**src/rtl/gf_ops_pkg.sv**
```systemverilog
`default_nettype none
// +--------------------------------------------------------------------+
// | gf_ops_pkg : shared state and mode encodings for the GF datapath   |
// | Rev 1.0                                                            |
// +--------------------------------------------------------------------+
package gf_ops_pkg;

   localparam logic [1:0] IDLE = 2'd0;
   localparam logic [1:0] BUSY = 2'd1;
   localparam logic [1:0] DONE = 2'd2;

   localparam logic GF_MODE  = 1'b1;
   localparam logic INT_MODE = 1'b0;

   typedef enum logic [1:0] {
      ST_IDLE = IDLE,
      ST_BUSY = BUSY,
      ST_DONE = DONE
   } state_e;

endpackage : gf_ops_pkg
`default_nettype wire

```
**src/rtl/gf_rca_adder.sv**
```systemverilog
`default_nettype none
// +--------------------------------------------------------------------+
// | gf_rca_adder : ripple-carry adder, carry chain suppressed in GF    |
// | mode so the sum degenerates to XOR.  Rev 1.0                       |
// +--------------------------------------------------------------------+
module gf_rca_adder
   import gf_ops_pkg::*;
#(
   parameter int DATA_WIDTH = 32
) (
   input  logic                  gf_option_i,
   input  logic [DATA_WIDTH-1:0] a_i,
   input  logic [DATA_WIDTH-1:0] b_i,
   output logic [DATA_WIDTH-1:0] sum_o,
   output logic                  co_o
);

   logic                w_int_mode;
   logic [DATA_WIDTH:0] w_carry;

   assign w_int_mode = (gf_option_i == INT_MODE);
   assign w_carry[0] = 1'b0;

   generate
      for (genvar i = 0; i < DATA_WIDTH; i++) begin : g_bit
         assign sum_o[i]     = a_i[i] ^ b_i[i] ^ w_carry[i];
         assign w_carry[i+1] = w_int_mode &
                               ((a_i[i] & b_i[i]) | (w_carry[i] & (a_i[i] ^ b_i[i])));
      end
   endgenerate

   assign co_o = w_carry[DATA_WIDTH];

endmodule : gf_rca_adder
`default_nettype wire

```
**src/rtl/gf_seq_multiplier.sv**
```systemverilog
`default_nettype none
// +--------------------------------------------------------------------+
// | gf_seq_multiplier : shift-and-add multiplier, one multiplier bit   |
// | per cycle, carry-less or integer product.  Rev 1.0                 |
// +--------------------------------------------------------------------+
module gf_seq_multiplier
   import gf_ops_pkg::*;
#(
   parameter int DATA_WIDTH = 32
) (
   input  logic                    clk,
   input  logic                    rst,
   input  logic                    in_valid,
   output logic                    in_ready,
   input  logic                    gf_option,
   input  logic [DATA_WIDTH-1:0]   a,
   input  logic [DATA_WIDTH-1:0]   b,
   output logic                    out_valid,
   input  logic                    out_ready,
   output logic [2*DATA_WIDTH-1:0] product,
   output logic                    out_gf
);

   localparam int             CW       = $clog2(DATA_WIDTH);
   localparam logic [CW-1:0]  CNT_LAST = CW'(DATA_WIDTH - 1);

   state_e                  state_q;
   logic [CW-1:0]           cnt_q;
   logic [DATA_WIDTH-1:0]   m_q;
   logic [DATA_WIDTH-1:0]   phi_q;
   logic [DATA_WIDTH-1:0]   plo_q;
   logic                    mode_q;
   logic                    in_ready_q;
   logic                    out_valid_q;
   logic [2*DATA_WIDTH-1:0] product_q;
   logic                    out_gf_q;

   logic [DATA_WIDTH-1:0]   w_add_sum;
   logic                    w_add_co;
   logic [DATA_WIDTH-1:0]   w_acc_s;
   logic                    w_acc_c;
   logic [DATA_WIDTH-1:0]   phi_d;
   logic [DATA_WIDTH-1:0]   plo_d;

   gf_rca_adder #(
      .DATA_WIDTH (DATA_WIDTH)
   ) u_acc_adder (
      .gf_option_i (mode_q),
      .a_i         (phi_q),
      .b_i         (m_q),
      .sum_o       (w_add_sum),
      .co_o        (w_add_co)
   );

   // The adder already kills its carry chain in GF mode; masking co here as
   // well keeps the shifted-in MSB clean even if a different adder is swapped in.
   always_comb begin
      w_acc_s        = plo_q[0] ? w_add_sum : phi_q;
      w_acc_c        = plo_q[0] & w_add_co & (mode_q != GF_MODE);
      {phi_d, plo_d} = {w_acc_c, w_acc_s, plo_q[DATA_WIDTH-1:1]};
   end

   always_ff @(posedge clk) begin
      if (rst) begin
         state_q     <= ST_IDLE;
         cnt_q       <= '0;
         m_q         <= '0;
         phi_q       <= '0;
         plo_q       <= '0;
         mode_q      <= INT_MODE;
         in_ready_q  <= 1'b1;
         out_valid_q <= 1'b0;
         product_q   <= '0;
         out_gf_q    <= 1'b0;
      end else begin
         case (state_q)
            ST_IDLE: begin
               if (in_valid && in_ready_q) begin
                  m_q        <= a;
                  plo_q      <= b;
                  phi_q      <= '0;
                  mode_q     <= gf_option;
                  cnt_q      <= '0;
                  in_ready_q <= 1'b0;
                  state_q    <= ST_BUSY;
               end
            end
            ST_BUSY: begin
               phi_q <= phi_d;
               plo_q <= plo_d;
               cnt_q <= cnt_q + 1'b1;
               if (cnt_q == CNT_LAST) begin
                  cnt_q       <= '0;
                  out_valid_q <= 1'b1;
                  product_q   <= {phi_d, plo_d};
                  out_gf_q    <= mode_q;
                  state_q     <= ST_DONE;
               end
            end
            ST_DONE: begin
               if (out_ready) begin
                  out_valid_q <= 1'b0;
                  product_q   <= '0;
                  out_gf_q    <= 1'b0;
                  in_ready_q  <= 1'b1;
                  state_q     <= ST_IDLE;
               end
            end
            default: begin
               out_valid_q <= 1'b0;
               product_q   <= '0;
               out_gf_q    <= 1'b0;
               in_ready_q  <= 1'b1;
               state_q     <= ST_IDLE;
            end
         endcase
      end
   end

   assign in_ready  = in_ready_q;
   assign out_valid = out_valid_q;
   assign product   = product_q;
   assign out_gf    = out_gf_q;

endmodule : gf_seq_multiplier
`default_nettype wire

```
**config.mk**
```make
export PLATFORM = sky130hd
export DESIGN_NAME = gf_seq_multiplier
export DESIGN_NICKNAME = d
export VERILOG_FILES = /design/src/rtl/gf_ops_pkg.sv /design/src/rtl/gf_rca_adder.sv /design/src/rtl/gf_seq_multiplier.sv
export SDC_FILE = /design/constraint.sdc
export NUM_CORES = 1
export LEC_CHECK = 0
export ABC_AREA = 1
export BUFFER_PORTS_ARGS = -buffer_cell sky130_fd_sc_hd__buf_2
export CAP_MARGIN = 20
export CORE_UTILIZATION = 59
export CTS_BUF_LIST = sky130_fd_sc_hd__clkbuf_4
export DETAILED_ROUTE_END_ITERATION = 12
export PLACE_DENSITY = 0.83
export SLEW_MARGIN = 20
export SYNTH_ARGS = -nofsm -noshare
export SYNTH_HDL_FRONTEND = slang
export SYNTH_SLANG_ARGS = --single-unit
```
**constraint.sdc**
```tcl
create_clock -name clk -period 40 [get_ports clk]
set_clock_uncertainty 0.1 [all_clocks]
set_input_delay 2 -clock clk [delete_from_list [all_inputs] [get_ports clk]]
set_output_delay 2 -clock clk [all_outputs]
set_load 0.01 [all_outputs]
```
Yosys cells after proc, flatten, opt, wreduce, memory -nomap -nowiden
Cells that the tools add are included.

Output and inout port bits: 67. Logic and storage cells: 242. Register bits after elaboration: 171. Input port bits: 69.

Equality and inequality tests: 6. Reductions and logical operators: 8. Add/sub/neg operators: 1. Muxes and demuxes: 23. Bitwise logic cells: 194.

Operators with widths (number): $pmux W64 S3 (1); $mux W64 (2); $pmux W32 S2 (2); $and A1 B1 Y1 (97); $mux W32 (3); $xor A1 B1 Y1 (63); $or A1 B1 Y1 (31); $mux W5 (2); $pmux W5 S2 (1); $pmux W1 S3 (3); $reduce_and A3 Y1 (3); $mux W2 (3); $ne A2 B2 Y1 const B (3); $pmux W2 S3 (1); $add A5 B1 Y5 const B (1); $eq A5 B5 Y1 const B (1); $mux W1 (5); $reduce_and A2 Y1 (2); $not A1 Y1 (3); $eq A2 B1 Y1 const B (1); $eq A2 B2 Y1 const B (1); $logic_not A2 Y1 (1); $reduce_bool A2 Y1 (1); $logic_and A1 B1 Y1 (1).

Logic depth before layout (Yosys ltp)
Word-level depth: 99. Gate-level depth with buffers: 67. Mapped depth without buffers: 67.

By module
From an unflattened synthesis, not the netlist that was laid out.

Cell total of the unflattened synthesis: 1184. Area total of the unflattened synthesis: 8212.9 sq um.

By module, submodules not included: gf_seq_multiplier (seq. area each 3423.3 sq um, cells each 1047, area each 7163.1 sq um, instances 1); gf_rca_adder (seq. area each 0.0 sq um, cells each 137, area each 1049.8 sq um, instances 1).

Worst setup path before layout
Ideal clock, no wire load.

Path kind: register to register. Start point: reg phi_q[0]. End point: reg product_q[62] (netlist: product[62]). Path buffers: 0. Data arrival time: 19701 ps. Stages on the path, launching flop included: 68. Data required time: 39787 ps. Period minus slack after synthesis: 19914 ps. Setup slack: 20086 ps. Library setup time: 113 ps. Cell sequence: dfxtp_1 ha_1 nand2_1 fa_1 or2_2 fa_1 or2_2 fa_1 or2_2 fa_1 or2_2 fa_1 or2_2 fa_1 or2_2 fa_1 or2_2 fa_1 [32 not listed] or2_2 fa_1 or2_2 fa_1 or2_2 fa_1 or2_2 fa_1 or2_2 fa_1 or2_2 fa_1 nor2_1 fa_1 nor2_1 nor3_1 nor2_1 nor2_1.

Word-level cells in the longest chain between the ends: 96.

RTL lines: from (decl) (line gf_seq_multiplier.sv:30) `logic [DATA_WIDTH-1:0] phi_q;`; from (signal assigned) (line gf_seq_multiplier.sv:89) `phi_q <= phi_d;`; $and A1 B1 Y1 (line gf_rca_adder.sv:28) `((a_i[i] & b_i[i]) | (w_carry[i] & (a_i[i] ^ b_i[i])));`; $and A1 B1 Y1 (line gf_rca_adder.sv:27) `assign w_carry[i+1] = w_int_mode &`; $and A1 B1 Y1 (line gf_rca_adder.sv:28); $or A1 B1 Y1 (line gf_rca_adder.sv:28); $and A1 B1 Y1 (line gf_rca_adder.sv:27); $and A1 B1 Y1 (line gf_rca_adder.sv:28); $or A1 B1 Y1 (line gf_rca_adder.sv:28); $and A1 B1 Y1 (line gf_rca_adder.sv:27); [80 not listed]; $and A1 B1 Y1 (line gf_rca_adder.sv:27); $and A1 B1 Y1 (line gf_rca_adder.sv:28); $or A1 B1 Y1 (line gf_rca_adder.sv:28); $and A1 B1 Y1 (line gf_rca_adder.sv:27); $xor A1 B1 Y1 (line gf_rca_adder.sv:26) `assign sum_o[i] = a_i[i] ^ b_i[i] ^ w_carry[i];`; $mux W32 (line gf_seq_multiplier.sv:58) `w_acc_s = plo_q[0] ? w_add_sum : phi_q;`; $mux W64 (line gf_seq_multiplier.sv:92) `if (cnt_q == CNT_LAST) begin`; $pmux W64 S3 (line gf_seq_multiplier.sv:76) `case (state_q)`; to (signal assigned) (line gf_seq_multiplier.sv:95) `product_q <= {phi_d, plo_d};`; to (decl) (line gf_seq_multiplier.sv:35) `logic [2*DATA_WIDTH-1:0] product_q;`.

No other way between the ends. The select of a mux whose other input is x is not followed. A chain may end at the register's enable or synchronous reset.

Worst setup path in the final report
Start point: reg mode_q. End point: reg product_q[62] (netlist: product[62]).

Word-level cells in the longest chain between the ends: 96.

RTL lines: from (decl) (line gf_seq_multiplier.sv:32) `logic mode_q;`; from (signal assigned) (line gf_seq_multiplier.sv:82) `mode_q <= gf_option;`; $not A1 Y1 * (line gf_rca_adder.sv:21) `assign w_int_mode = (gf_option_i == INT_MODE);`; $and A1 B1 Y1 (line gf_rca_adder.sv:27); $and A1 B1 Y1 (line gf_rca_adder.sv:28); $or A1 B1 Y1 (line gf_rca_adder.sv:28); $and A1 B1 Y1 (line gf_rca_adder.sv:27); $and A1 B1 Y1 (line gf_rca_adder.sv:28); $or A1 B1 Y1 (line gf_rca_adder.sv:28); $and A1 B1 Y1 (line gf_rca_adder.sv:27); [80 not listed]; $and A1 B1 Y1 (line gf_rca_adder.sv:27); $and A1 B1 Y1 (line gf_rca_adder.sv:28); $or A1 B1 Y1 (line gf_rca_adder.sv:28); $and A1 B1 Y1 * (line gf_rca_adder.sv:27); $xor A1 B1 Y1 * (line gf_rca_adder.sv:26); $mux W32 * (line gf_seq_multiplier.sv:58); $mux W64 * (line gf_seq_multiplier.sv:92); $pmux W64 S3 * (line gf_seq_multiplier.sv:76).

Mark *: on every way between the ends. The rest lies on a longest branch, timed or not. The select of a mux whose other input is x is not followed.

==> flow_summary_export.csv <==
group,metric,value,unit
cts,clock-root-buffer,"clkbuf_4",
synthesis,synth_area_per_cell,7.42,um2
power,totalPowerFinal,331,uW
synthesis,mapped_cell_area,7940,um2
global_route,largest_net_degree_at_the_start_of_global_routing,71,
critical_path,worst_ep_arrival_time,21380,ps
status,status,"finished clean",
cts,post_cts.resized_instances,0,
die,fp.dieH,118,um
cts,clock_tree.buffer_depth,2,
sta,fin_crit,21010,ps
route,post_drt_wl_per_cell,13.0,um
critical_path,critical_path_class,"flip-flop to flip-flop",
critical_path,critical_path_origin,"mode_q$_SDFFE_PP0P_",
placement,dp.cells,1312,
die,horizontal_extent_of_the_die,118,um
global_route,grt_first_pass_wirelength,30300,um
final_layout,syn_to_final_growth,11.9,%
cts,cts_setup_buffers,0,
global_route,globalRouteMet1Util,33.4,%
die,top_level_ports,136,
cts,maximum_level_of_the_cts_h_tree,4,
critical_path,worstSetupStartpointType,"flip-flop",
sta,finalSetupViolCount,0,
global_route,gr-max-usage-layer,"met2",
sta,final.setup.tns,0,ps
sta,drv_slew,0,
global_route,number_of_global_route_vias_before_repair,6589,
die,placementRows,42,
sta,worstMarginPinSlew,884,ps
placement,portBuffers,135,
placement,dp.final_hpwl,11000,um
critical_path,crit_path_max_incr_delay,620,ps
power,p_leak,0.00370,uW
route,drt_drc_violations_left,0,
die,initial_util,60.2,%
sta,post-route-period-util,52.5,%
synthesis,dominantRegCellSynth,"dfxtp_1",
critical_path,critical_path_required,40370,ps
global_route,use_met2,45.5,%
route,postRouteAntennaNets,0,
worst_hold_path,min_from,"product[9]$_SDFFE_PP0P_",
synthesis,synthArstFlopShare,0,%
worst_hold_path,hold_path_class,"flip-flop to flip-flop",
global_route,grt_antenna_before_repair,1,
route,routed_via_density,5.22,
synthesis,yosys_register_bits,171,
critical_path,worst_path_max_delay_cell,"dfxtp_1",
route,via_count,7015,
synthesis,syn_nets,1173,
sta,hold_ws,368,ps
cts,clk_pin_slew,130,ps
cts,cts_made_buffers,17,
die,area_enclosed_by_the_die_boundary,13900,um2
synthesis,yosysSeqAreaShare,43.1,%
route,detailedRoute.firstIterationViolations,668,
cts,tritoncts_num_sinks,171,
final_layout,stdcell_count,1345,
placement,gp_congestion,0.803,
final_layout,most-common-layout-cells,"nand2_1 (274), dfxtp_1 (170), buf_2 (135), nor2_1 (122), a21oi_1 (102)",
synthesis,edff_count_synth,0,
route,routed_wl,17500,um
critical_path,reg2reg_from,"mode_q$_SDFFE_PP0P_",
critical_path,critPathCaptureType,"flip-flop",
cts,cts_tree,"yes",
job,max-cap-violations,0,
power,ir_worst_vdd,0.0212,mV
sta,max_slew_headroom,41.0,%
final_layout,fraction_of_layout_cells_with_a_size_suffix_above_1,18.1,%
final_layout,design.final.nets,1258,
sta,max_freq,47.6,MHz
final_layout,layout_commonest_cell,"nand2_1",
global_route,globalRoute.totalOverflow,0,
sta,hold_viol_final,0,
critical_path,crit_path_frequent_cell,"fa_1",
die,core_area,13200,um2
synthesis,synth.lib_cells_used.distinct,22,
critical_path,path_max_fanout,32,
sta,grt_setup_unrepaired,"no",
route,number_of_detailed_routing_iterations_run_before_antenna_repair,5,
cts,cts_hold_repair.buffers,0,
global_route,grt_usage,26.8,%
power,pwr_per_cell_area,37.3,nW/um2
cts,worst_skew_pair.late_latency,560,ps
synthesis,synthCells,1070,
synthesis,yosys_warnings,0,
global_route,globalRouteMet3Util,4.60,%
## sequential cells by signal (all words and copies together), names as in the netlist
name,flops
mode_q,1
m_q,32
out_gf,1
plo_q,32
in_ready,1
cnt_q,5
phi_q,32
state_q,2
product,64
out_valid,1
## through the flow
step / utilization [%] / cell area [um2] / setup WS (ps)
detailed placement: 65.1 / 8590 / 19010
finish: 67.3 / 8880 / 18990
CTS: 67.3 / 8880 / 18930
floorplan: - / 7940 / 20090
global placement: 65.1 / 8580 / 19270
global route: 67.3 / 8880 / 18170
## cell families after synthesis
family | count (synthesis) | share of synthesized area (%)
AO/OA/AOI/OAI | 202 | 13.9
adder cells (fa/ha/maj) | 34 | 8.29
buffers and inverters | 171 | 8.64
flip-flops | 171 | 43.1
AND/OR/NAND/NOR | 492 | 26.1
## layer usage
metal	wire [um]	share of wire, %
met1	7920	45
met2	8370	48
met3	799	4.6
met4	459	2.6
met5	0	0
## final timing paths
path,slack (ps),to,cells after the start
worst max-delay path,18990,product[62]$_SDFFE_PP0P_,67
worst min-delay path,370,product[9]$_SDFFE_PP0P_,2
worst max register to register,18990,product[62]$_SDFFE_PP0P_,67
worst min register to register,370,product[9]$_SDFFE_PP0P_,2
## Yosys cell counts (2+ instances only)
cell type	n	area share, %
nor2_1	124	5.9
nand3_1	5	0.32
o21ai_0	67	4.2
fa_1	31	7.8
or2_2	30	2.4
dfxtp_1	171	43
a21oi_1	102	6.4
nand2_1	275	13
buf_4	5	0.47
nand4_1	33	2.6
and2_1	22	1.7
o211ai_1	31	2.9
inv_1	92	4.3
ha_1	3	0.47
nor3_1	2	0.13
inv_2	2	0.095
clkbuf_1	51	2.4
buf_2	20	1.3
## where the power goes
group | switching, uW | total (uW) | internal (uW) | leakage, uW
clock | 58.3 | 101 | 43.1 | 0.000152
sequential | 7.75 | 187 | 179 | 0.00139
combinational | 28.4 | 42.6 | 14.1 | 0.00216
total | 94.5 | 331 | 237 | 0.00370
## final cells by class
class | count | area, um2
fillers | 1195 | 4310
flip-flops and latches | 171 | 3430
diodes | 1 | 2.50
multi-input cells | 728 | 3850
clock buffers | 18 | 135
inverters | 94 | 355
clock inverters | 14 | 153
well taps | 176 | 220
repair buffers | 143 | 736
## worst max-delay path: cells and delay by family (launching register included)
kind	cells	cell delay, ps
simple gates	35	8940
buf+inv	1	230
flops	1	620
fa+ha+maj	31	11060
Power figures use the tool's default switching activity.
